### config.mk
export PLATFORM = sky130hd
export DESIGN_NAME = conv_scan_ctrl_flat
export DESIGN_NICKNAME = d
export VERILOG_FILES = /design/src/rtl/conv_scan_if.sv /design/src/rtl/conv_scan_ctrl.sv /design/src/flat_wrapper.sv
export SDC_FILE = /design/constraint.sdc
export NUM_CORES = 1
export LEC_CHECK = 0
export BUFFER_PORTS_ARGS = -buffer_cell sky130_fd_sc_hd__buf_2
export CORE_MARGIN = 2
export CORE_UTILIZATION = 31
export DETAILED_ROUTE_END_ITERATION = 16
export HOLD_SLACK_MARGIN = 0.05
export PLACE_DENSITY = 0.51
export SYNTH_ARGS = -nofsm -noshare
export SYNTH_HDL_FRONTEND = slang
export SYNTH_SLANG_ARGS = --single-unit
### constraint.sdc
create_clock -name clk -period 3.35 [get_ports clk]
set_clock_uncertainty 0.05 [all_clocks]
set_input_delay 0.335 -clock clk [delete_from_list [all_inputs] [get_ports clk]]
set_output_delay 0.335 -clock clk [all_outputs]
set_load 0.03 [all_outputs]
### src/rtl/conv_scan_if.sv
// conv_scan_if: start/status, PE strobe and window-address bundle between the
// clause-bank controller / PE side (master) and conv_scan_ctrl (slave).
interface conv_scan_if;
  logic       start;
  logic [2:0] patch_size;
  logic       stall;
  logic       clause_op;
  logic       busy;
  logic       done;
  logic       err;
  logic       conv_enable;
  logic       pe_enable;
  logic [4:0] col_x;
  logic [4:0] row_y;
  logic       win_valid;
  logic [4:0] win_x;
  logic [4:0] win_y;
  logic       clause_any;

  modport master (
    output start, patch_size, stall, clause_op,
    input  busy, done, err, conv_enable, pe_enable, col_x, row_y,
           win_valid, win_x, win_y, clause_any
  );

  modport slave (
    input  start, patch_size, stall, clause_op,
    output busy, done, err, conv_enable, pe_enable, col_x, row_y,
           win_valid, win_x, win_y, clause_any
  );
endinterface

### src/rtl/conv_scan_ctrl.sv
// conv_scan_ctrl: stride-1 PxP window scan sequencer for one convolutional clause PE.
// Optional CONV_EARLY_EXIT_EN: the first captured clause hit ends issue and drains.
module conv_scan_ctrl #(
  parameter int IMG_W      = 28,
  parameter int IMG_H      = 28,
  parameter int CLAUSE_LAT = 1
) (
  input logic        clk,
  input logic        rst,
  conv_scan_if.slave bus
);
  typedef enum logic [1:0] {IDLE, RUN, DRAIN, DONE} state_t;

  state_t                  state, state_nxt;
  logic [2:0]              p_q;
  logic [4:0]              col_q, row_q;
  logic [2:0]              dcnt;
  logic                    err_q, any_q;
  logic [CLAUSE_LAT-1:0]   vld_pipe;

  logic                    legal, accept, issue, last_issue, capture, drain_end;
  logic                    busy, done, conv_en, win_valid;
  logic [4:0]              p_m1, win_x;

  assign legal      = (bus.patch_size == 3'd3) || (bus.patch_size == 3'd5) ||
                      (bus.patch_size == 3'd7);
  assign accept     = (state == IDLE) && bus.start;
  assign p_m1       = {2'b00, p_q} - 5'd1;
  assign issue      = (state == RUN) && !bus.stall;
  assign last_issue = (col_q == 5'(IMG_W - 1)) && (row_q == 5'(IMG_H) - {2'b00, p_q});
  // pipe tail marks the clause_op slot that belongs to a real window
  assign capture    = bus.clause_op && vld_pipe[CLAUSE_LAT-1];
  assign drain_end  = (dcnt == 3'(CLAUSE_LAT - 1));

  // state register
  always_ff @(posedge clk or posedge rst)
    if (rst) state <= IDLE;
    else     state <= state_nxt;

  // next state
  always_comb begin
    state_nxt = state;
    case (state)
      IDLE:  if (bus.start) state_nxt = legal ? RUN : DONE;
`ifdef CONV_EARLY_EXIT_EN
      RUN:   if ((issue && last_issue) || capture) state_nxt = DRAIN;
`else
      RUN:   if (issue && last_issue) state_nxt = DRAIN;
`endif
      DRAIN: if (drain_end) state_nxt = DONE;
      DONE:  state_nxt = IDLE;
      default: state_nxt = IDLE;
    endcase
  end

  // outputs
  always_comb begin
    busy      = 1'b0;
    done      = 1'b0;
    conv_en   = 1'b0;
    win_valid = 1'b0;
    win_x     = 5'd0;
    case (state)
      RUN: begin
        busy      = 1'b1;
        conv_en   = 1'b1;
        win_valid = issue && (col_q >= p_m1);
        win_x     = win_valid ? (col_q - p_m1) : 5'd0;
      end
      DRAIN: begin
        busy    = 1'b1;
        conv_en = 1'b1;
      end
      DONE: begin
        busy = 1'b1;
        done = 1'b1;
      end
      default: ;
    endcase
  end

  // datapath: addresses, result pipe, sticky flags
  always_ff @(posedge clk or posedge rst)
    if (rst) begin
      p_q      <= 3'd0;
      col_q    <= 5'd0;
      row_q    <= 5'd0;
      dcnt     <= 3'd0;
      err_q    <= 1'b0;
      any_q    <= 1'b0;
      vld_pipe <= '0;
    end else begin
      vld_pipe[0] <= win_valid;
      for (int i = 1; i < CLAUSE_LAT; i++) vld_pipe[i] <= vld_pipe[i-1];
      dcnt <= (state == DRAIN) ? dcnt + 3'd1 : 3'd0;
      if (accept) begin
        if (legal) p_q <= bus.patch_size;
        err_q <= !legal;
        any_q <= 1'b0;
        col_q <= 5'd0;
        row_q <= 5'd0;
      end else begin
        if (capture) any_q <= 1'b1;
        if (issue) begin
          if (last_issue) begin
            col_q <= 5'd0;
            row_q <= 5'd0;
          end else if (col_q == 5'(IMG_W - 1)) begin
            col_q <= 5'd0;
            row_q <= row_q + 5'd1;
          end else begin
            col_q <= col_q + 5'd1;
          end
        end
      end
    end

  assign bus.busy        = busy;
  assign bus.done        = done;
  assign bus.err         = err_q;
  assign bus.conv_enable = conv_en;
  assign bus.pe_enable   = issue;
  assign bus.col_x       = col_q;
  assign bus.row_y       = row_q;
  assign bus.win_valid   = win_valid;
  assign bus.win_x       = win_x;
  assign bus.win_y       = row_q;
  assign bus.clause_any  = any_q;
endmodule

### src/flat_wrapper.sv
// flat-port wrapper written by rule: the top's interface ports become plain ports
module conv_scan_ctrl_flat 
#(
  parameter int IMG_W      = 28,
  parameter int IMG_H      = 28,
  parameter int CLAUSE_LAT = 1
)
  (clk, rst, bus_start, bus_patch_size, bus_stall, bus_clause_op, bus_busy, bus_done, bus_err, bus_conv_enable, bus_pe_enable, bus_col_x, bus_row_y, bus_win_valid, bus_win_x, bus_win_y, bus_clause_any);
  conv_scan_if bus_i ();
  input logic clk;
  input logic rst;
  input wire logic [$bits(bus_i.start)-1:0] bus_start;
  input wire logic [$bits(bus_i.patch_size)-1:0] bus_patch_size;
  input wire logic [$bits(bus_i.stall)-1:0] bus_stall;
  input wire logic [$bits(bus_i.clause_op)-1:0] bus_clause_op;
  output wire logic [$bits(bus_i.busy)-1:0] bus_busy;
  output wire logic [$bits(bus_i.done)-1:0] bus_done;
  output wire logic [$bits(bus_i.err)-1:0] bus_err;
  output wire logic [$bits(bus_i.conv_enable)-1:0] bus_conv_enable;
  output wire logic [$bits(bus_i.pe_enable)-1:0] bus_pe_enable;
  output wire logic [$bits(bus_i.col_x)-1:0] bus_col_x;
  output wire logic [$bits(bus_i.row_y)-1:0] bus_row_y;
  output wire logic [$bits(bus_i.win_valid)-1:0] bus_win_valid;
  output wire logic [$bits(bus_i.win_x)-1:0] bus_win_x;
  output wire logic [$bits(bus_i.win_y)-1:0] bus_win_y;
  output wire logic [$bits(bus_i.clause_any)-1:0] bus_clause_any;
  assign bus_i.start = bus_start;
  assign bus_i.patch_size = bus_patch_size;
  assign bus_i.stall = bus_stall;
  assign bus_i.clause_op = bus_clause_op;
  assign bus_busy = bus_i.busy;
  assign bus_done = bus_i.done;
  assign bus_err = bus_i.err;
  assign bus_conv_enable = bus_i.conv_enable;
  assign bus_pe_enable = bus_i.pe_enable;
  assign bus_col_x = bus_i.col_x;
  assign bus_row_y = bus_i.row_y;
  assign bus_win_valid = bus_i.win_valid;
  assign bus_win_x = bus_i.win_x;
  assign bus_win_y = bus_i.win_y;
  assign bus_clause_any = bus_i.clause_any;
  conv_scan_ctrl #(.IMG_W(IMG_W), .IMG_H(IMG_H), .CLAUSE_LAT(CLAUSE_LAT)) u_core (.clk(clk), .rst(rst), .bus(bus_i));
endmodule
==> flow_metrics.env <==
export IMPL_r2r_cells=8
export IMPL_final_nets=206
export IMPL_gp_congestion=0.823
export IMPL_drtIter0Drc=33
export IMPL_vias_per_cell=4.95
export IMPL_detail_route_antenna_nets=0
export IMPL_drive_above_1_share=0.243
export IMPL_power_uw=991
export IMPL_syn2layout_area_growth_pct=17.1
export IMPL_dieWidth_um=71.4
export IMPL_internal_power_uw=531
export IMPL_drv_cap=0
export IMPL_rows=24
export IMPL_fmax_mhz=318
export IMPL_regToRegStartpoint="u_core.state[1]$_DFFE_PP0P_"
export IMPL_clock_sinks=21
export IMPL_finalHoldViolCount=0
export IMPL_cts_buffers=3
export IMPL_swShare=0.464
export IMPL_ys_seq_area_frac=0.373
export IMPL_power_density_mw_per_mm2=601
export IMPL_r2r_slack_ns=0.98
export IMPL_firstDrtPassIters=5
export IMPL_final_max_slew_viol_count=0
export IMPL_path_clk_slew_ns=0.08
export IMPL_initial_core_util=0.324
export IMPL_ir_drop_mv=0.185
export IMPL_final_cells=233
export IMPL_diodes=0
export IMPL_leakagePower_uw=0.000822
export IMPL_seq_power_share=0.355
export IMPL_min_period_ns=3.15
export IMPL_cts_root_buf="clkbuf_8"
export IMPL_finalCritPeriodShare=0.939
export IMPL_worst_slack_ns=0.204
export IMPL_clk_latency_ns=0.26
export IMPL_slew_headroom=0.428
export IMPL_clock_path_buffers=2
export IMPL_post_dp_hpwl_um=2430
export IMPL_combPwrFrac=0.471
export IMPL_numPlacedInstances=229
export IMPL_grt_max_degree=22
export IMPL_synth_fp_nets=174
export IMPL_tightest_slew_ns=0.856
export IMPL_synth_distinct_cells=40
export IMPL_hp_class="in -> async"
export IMPL_p_switching_uw=460
export IMPL_syn_area_mm2=0.00141
export IMPL_rr_endpoint="u_core.bus.row_y[2]$_DFFE_PP0P_"
export IMPL_worstPathMaxFanout=6
export IMPL_syn_avg_cell_area_um2=9.39
export IMPL_fp_dieH_um=71.4
export IMPL_grt_overflow_total=0
export IMPL_h_tree_depth=1
export IMPL_arrival_ns=2.76
export IMPL_setup_worst_path_start_class="flop"
export IMPL_ys_ff_latch=21
export IMPL_routedWlPerCell_um=13.8
export IMPL_drt_total_wl_um=3220
export IMPL_netlist_instances=150
export IMPL_setup_viol=0
export IMPL_vias=1154
export IMPL_worst_setup_path_end_kind="primary output"
export IMPL_die_area_mm2=0.00510
export IMPL_tritoncts="done"
export IMPL_clkPwrFrac=0.174
export IMPL_place_ws_ns=0.464
export IMPL_cp_required_ns=2.96
export IMPL_synth_warnings=0
export IMPL_portBuffers=34
export IMPL_drcViolationCount=0
export IMPL_grt_pass1_wl_um=5360
export IMPL_grt_use_total=0.131
export IMPL_status="finished clean"
export IMPL_crit_type="reg -> out"
export IMPL_antenna_found_initial=0
export IMPL_core_area_mm2=0.00435
export IMPL_io_pins=35
export IMPL_grt_pass1_vias=1138
worst max path at each step:
stage / start / to / depth (start not counted)
6_report: u_core.p_q[0]$_DFFE_PP0P_ / bus_win_x[3] / 9
5_1_grt: u_core.p_q[0]$_DFFE_PP0P_ / bus_win_x[3] / 9
4_1_cts: u_core.p_q[0]$_DFFE_PP0P_ / bus_win_x[3] / 9
3_5_place_dp: u_core.p_q[0]$_DFFE_PP0P_ / bus_win_x[3] / 9
3_3_place_gp: u_core.p_q[0]$_DFFE_PP0P_ / bus_win_x[3] / 9
2_1_floorplan: u_core.p_q[0]$_DFFE_PP0P_ / bus_win_x[3] / 8
cell type report:
cell class	count	area [um^2]
inverters	15	56.3
fillers	434	2710
clock buffers	4	45.0
multi-input cells	107	787
flip-flops and latches	21	526
well taps	52	65.1
repair buffers	34	170
registers in the layout (all words and copies together), names as in the netlist:
name / cells
u_core.bus.clause_any: 1
u_core.bus.col_x: 5
u_core.bus.err: 1
u_core.bus.row_y: 5
u_core.dcnt: 3
u_core.p_q: 3
u_core.state: 2
u_core.vld_pipe: 1
worst max-delay path, cell delays in order (launching register included):
cell and delay [ns]:
dfrtp_1 0.40, inv_1 0.09, ha_1 0.35, ha_1 0.31, nor2b_1 0.12, o21ai_0 0.10, a21boi_1 0.25, o21ai_1 0.22
a2111oi_2 0.40, buf_2 0.26
layout by cell type (no fill, tap or decap), types with 2 or more instances in the layout:
master / netlist / layout
a211o_1: 2 / 2
a211oi_1: 5 / 5
a21oi_1: 11 / 11
and2_1: 3 / 3
buf_2: 1 / 34
clkbuf_8: 0 / 3
dfrtp_1: 21 / 21
ha_1: 15 / 15
inv_1: 14 / 14
mux2_2: 2 / 2
mux2i_1: 2 / 2
nand2_1: 12 / 12
nand2b_1: 4 / 4
nand3_1: 3 / 3
nand4_1: 2 / 2
nor2_1: 5 / 5
nor2b_1: 3 / 3
nor3_1: 3 / 3
o21a_1: 2 / 2
o21ai_0: 7 / 7
o21ai_1: 2 / 2
or3_1: 3 / 3
xnor2_1: 3 / 3
xor2_1: 4 / 4
layer usage:
layer  vias up  global-route usage  share of wire
met1       545               0.171           0.46
met3         2              0.0225          0.039
li1        581                   -              -
met4         0              0.0314         0.0059
met5         -                   0              0
met2        26               0.226           0.49
cell families (layout without fill, tap and decap cells):
logic type,Yosys count,count (layout),synth area share
buffers and inverters,22,53,0.0728
AND/OR/NAND/NOR,43,43,0.163
adder cells (fa/ha/maj),16,16,0.147
AO/OA/AOI/OAI,37,37,0.171
multiplexers,4,4,0.0302
XOR/XNOR,7,7,0.0435
flip-flops,21,21,0.373
metrics by stage:
| stage | setup TNS (ns) | utilization | hold WS [ns] | cell area [um^2] |
|---|---|---|---|---|
| CTS | 0 | 0.378 | 0.236 | 1640 |
| floorplan | 0 | - | 0.262 | 1410 |
| global placement | 0 | 0.367 | 0.394 | 1600 |
| global route | -0.0170 | 0.379 | 0.270 | 1650 |
| detailed placement | 0 | 0.367 | 0.404 | 1600 |
| finish | 0 | 0.379 | 0.183 | 1650 |
synthesized netlist by cell type:
| library cell | count | share of area |
|---|---|---|
| a211oi_1 | 5 | 0.027 |
| o21a_1 | 2 | 0.011 |
| and2_1 | 3 | 0.013 |
| mux2i_1 | 2 | 0.014 |
| buf_4 | 5 | 0.027 |
| nor3b_1 | 1 | 0.0053 |
| or2_2 | 1 | 0.0044 |
| or3b_1 | 1 | 0.0062 |
| a31o_2 | 1 | 0.0062 |
| or3b_2 | 1 | 0.0062 |
| ha_1 | 15 | 0.13 |
| a311oi_1 | 1 | 0.0062 |
| or3_1 | 3 | 0.013 |
| o21ai_0 | 7 | 0.025 |
| xnor2_1 | 3 | 0.019 |
| a2111oi_0 | 1 | 0.0062 |
| inv_2 | 1 | 0.0027 |
| a41oi_1 | 1 | 0.0062 |
| a21oi_1 | 11 | 0.039 |
| nand4_1 | 2 | 0.0089 |
| nor2b_1 | 3 | 0.013 |
| o21ai_1 | 2 | 0.0071 |
| nor2_1 | 5 | 0.013 |
| dfrtp_1 | 21 | 0.37 |
| a211o_1 | 2 | 0.012 |
| a41o_1 | 1 | 0.0071 |
| nand2b_1 | 4 | 0.018 |
| mux2_2 | 2 | 0.016 |
| nand2_1 | 12 | 0.032 |
| fa_1 | 1 | 0.014 |
| a21o_1 | 1 | 0.0053 |
| clkbuf_1 | 1 | 0.0027 |
| inv_1 | 14 | 0.037 |
| a21boi_0 | 1 | 0.0053 |
| nand3_1 | 3 | 0.011 |
| and4b_1 | 1 | 0.0071 |
| nor3_1 | 3 | 0.011 |
| xor2_1 | 4 | 0.025 |
| a221o_1 | 1 | 0.0071 |
| buf_2 | 1 | 0.0035 |
power groups by stage:
stage | Clock, uW | Combinational [uW] | Sequential, uW
final | 172 | 467 | 352
after global routing | 186 | 511 | 364
after CTS | 177 | 457 | 353
after detailed placement | 0 | 455 | 359
after global placement | 0 | 449 | 354
after floorplan | 0 | 288 | 402
timing repair:
| action | 4_1_cts | 5_1_grt |
|---|---|---|
| buffers inserted | 0 | 0 |
| resized for setup | 0 | 2 |
| hold buffers | 0 | 0 |
| setup endpoints to repair | 0 | 1 |
Power figures use the tool's default switching activity.
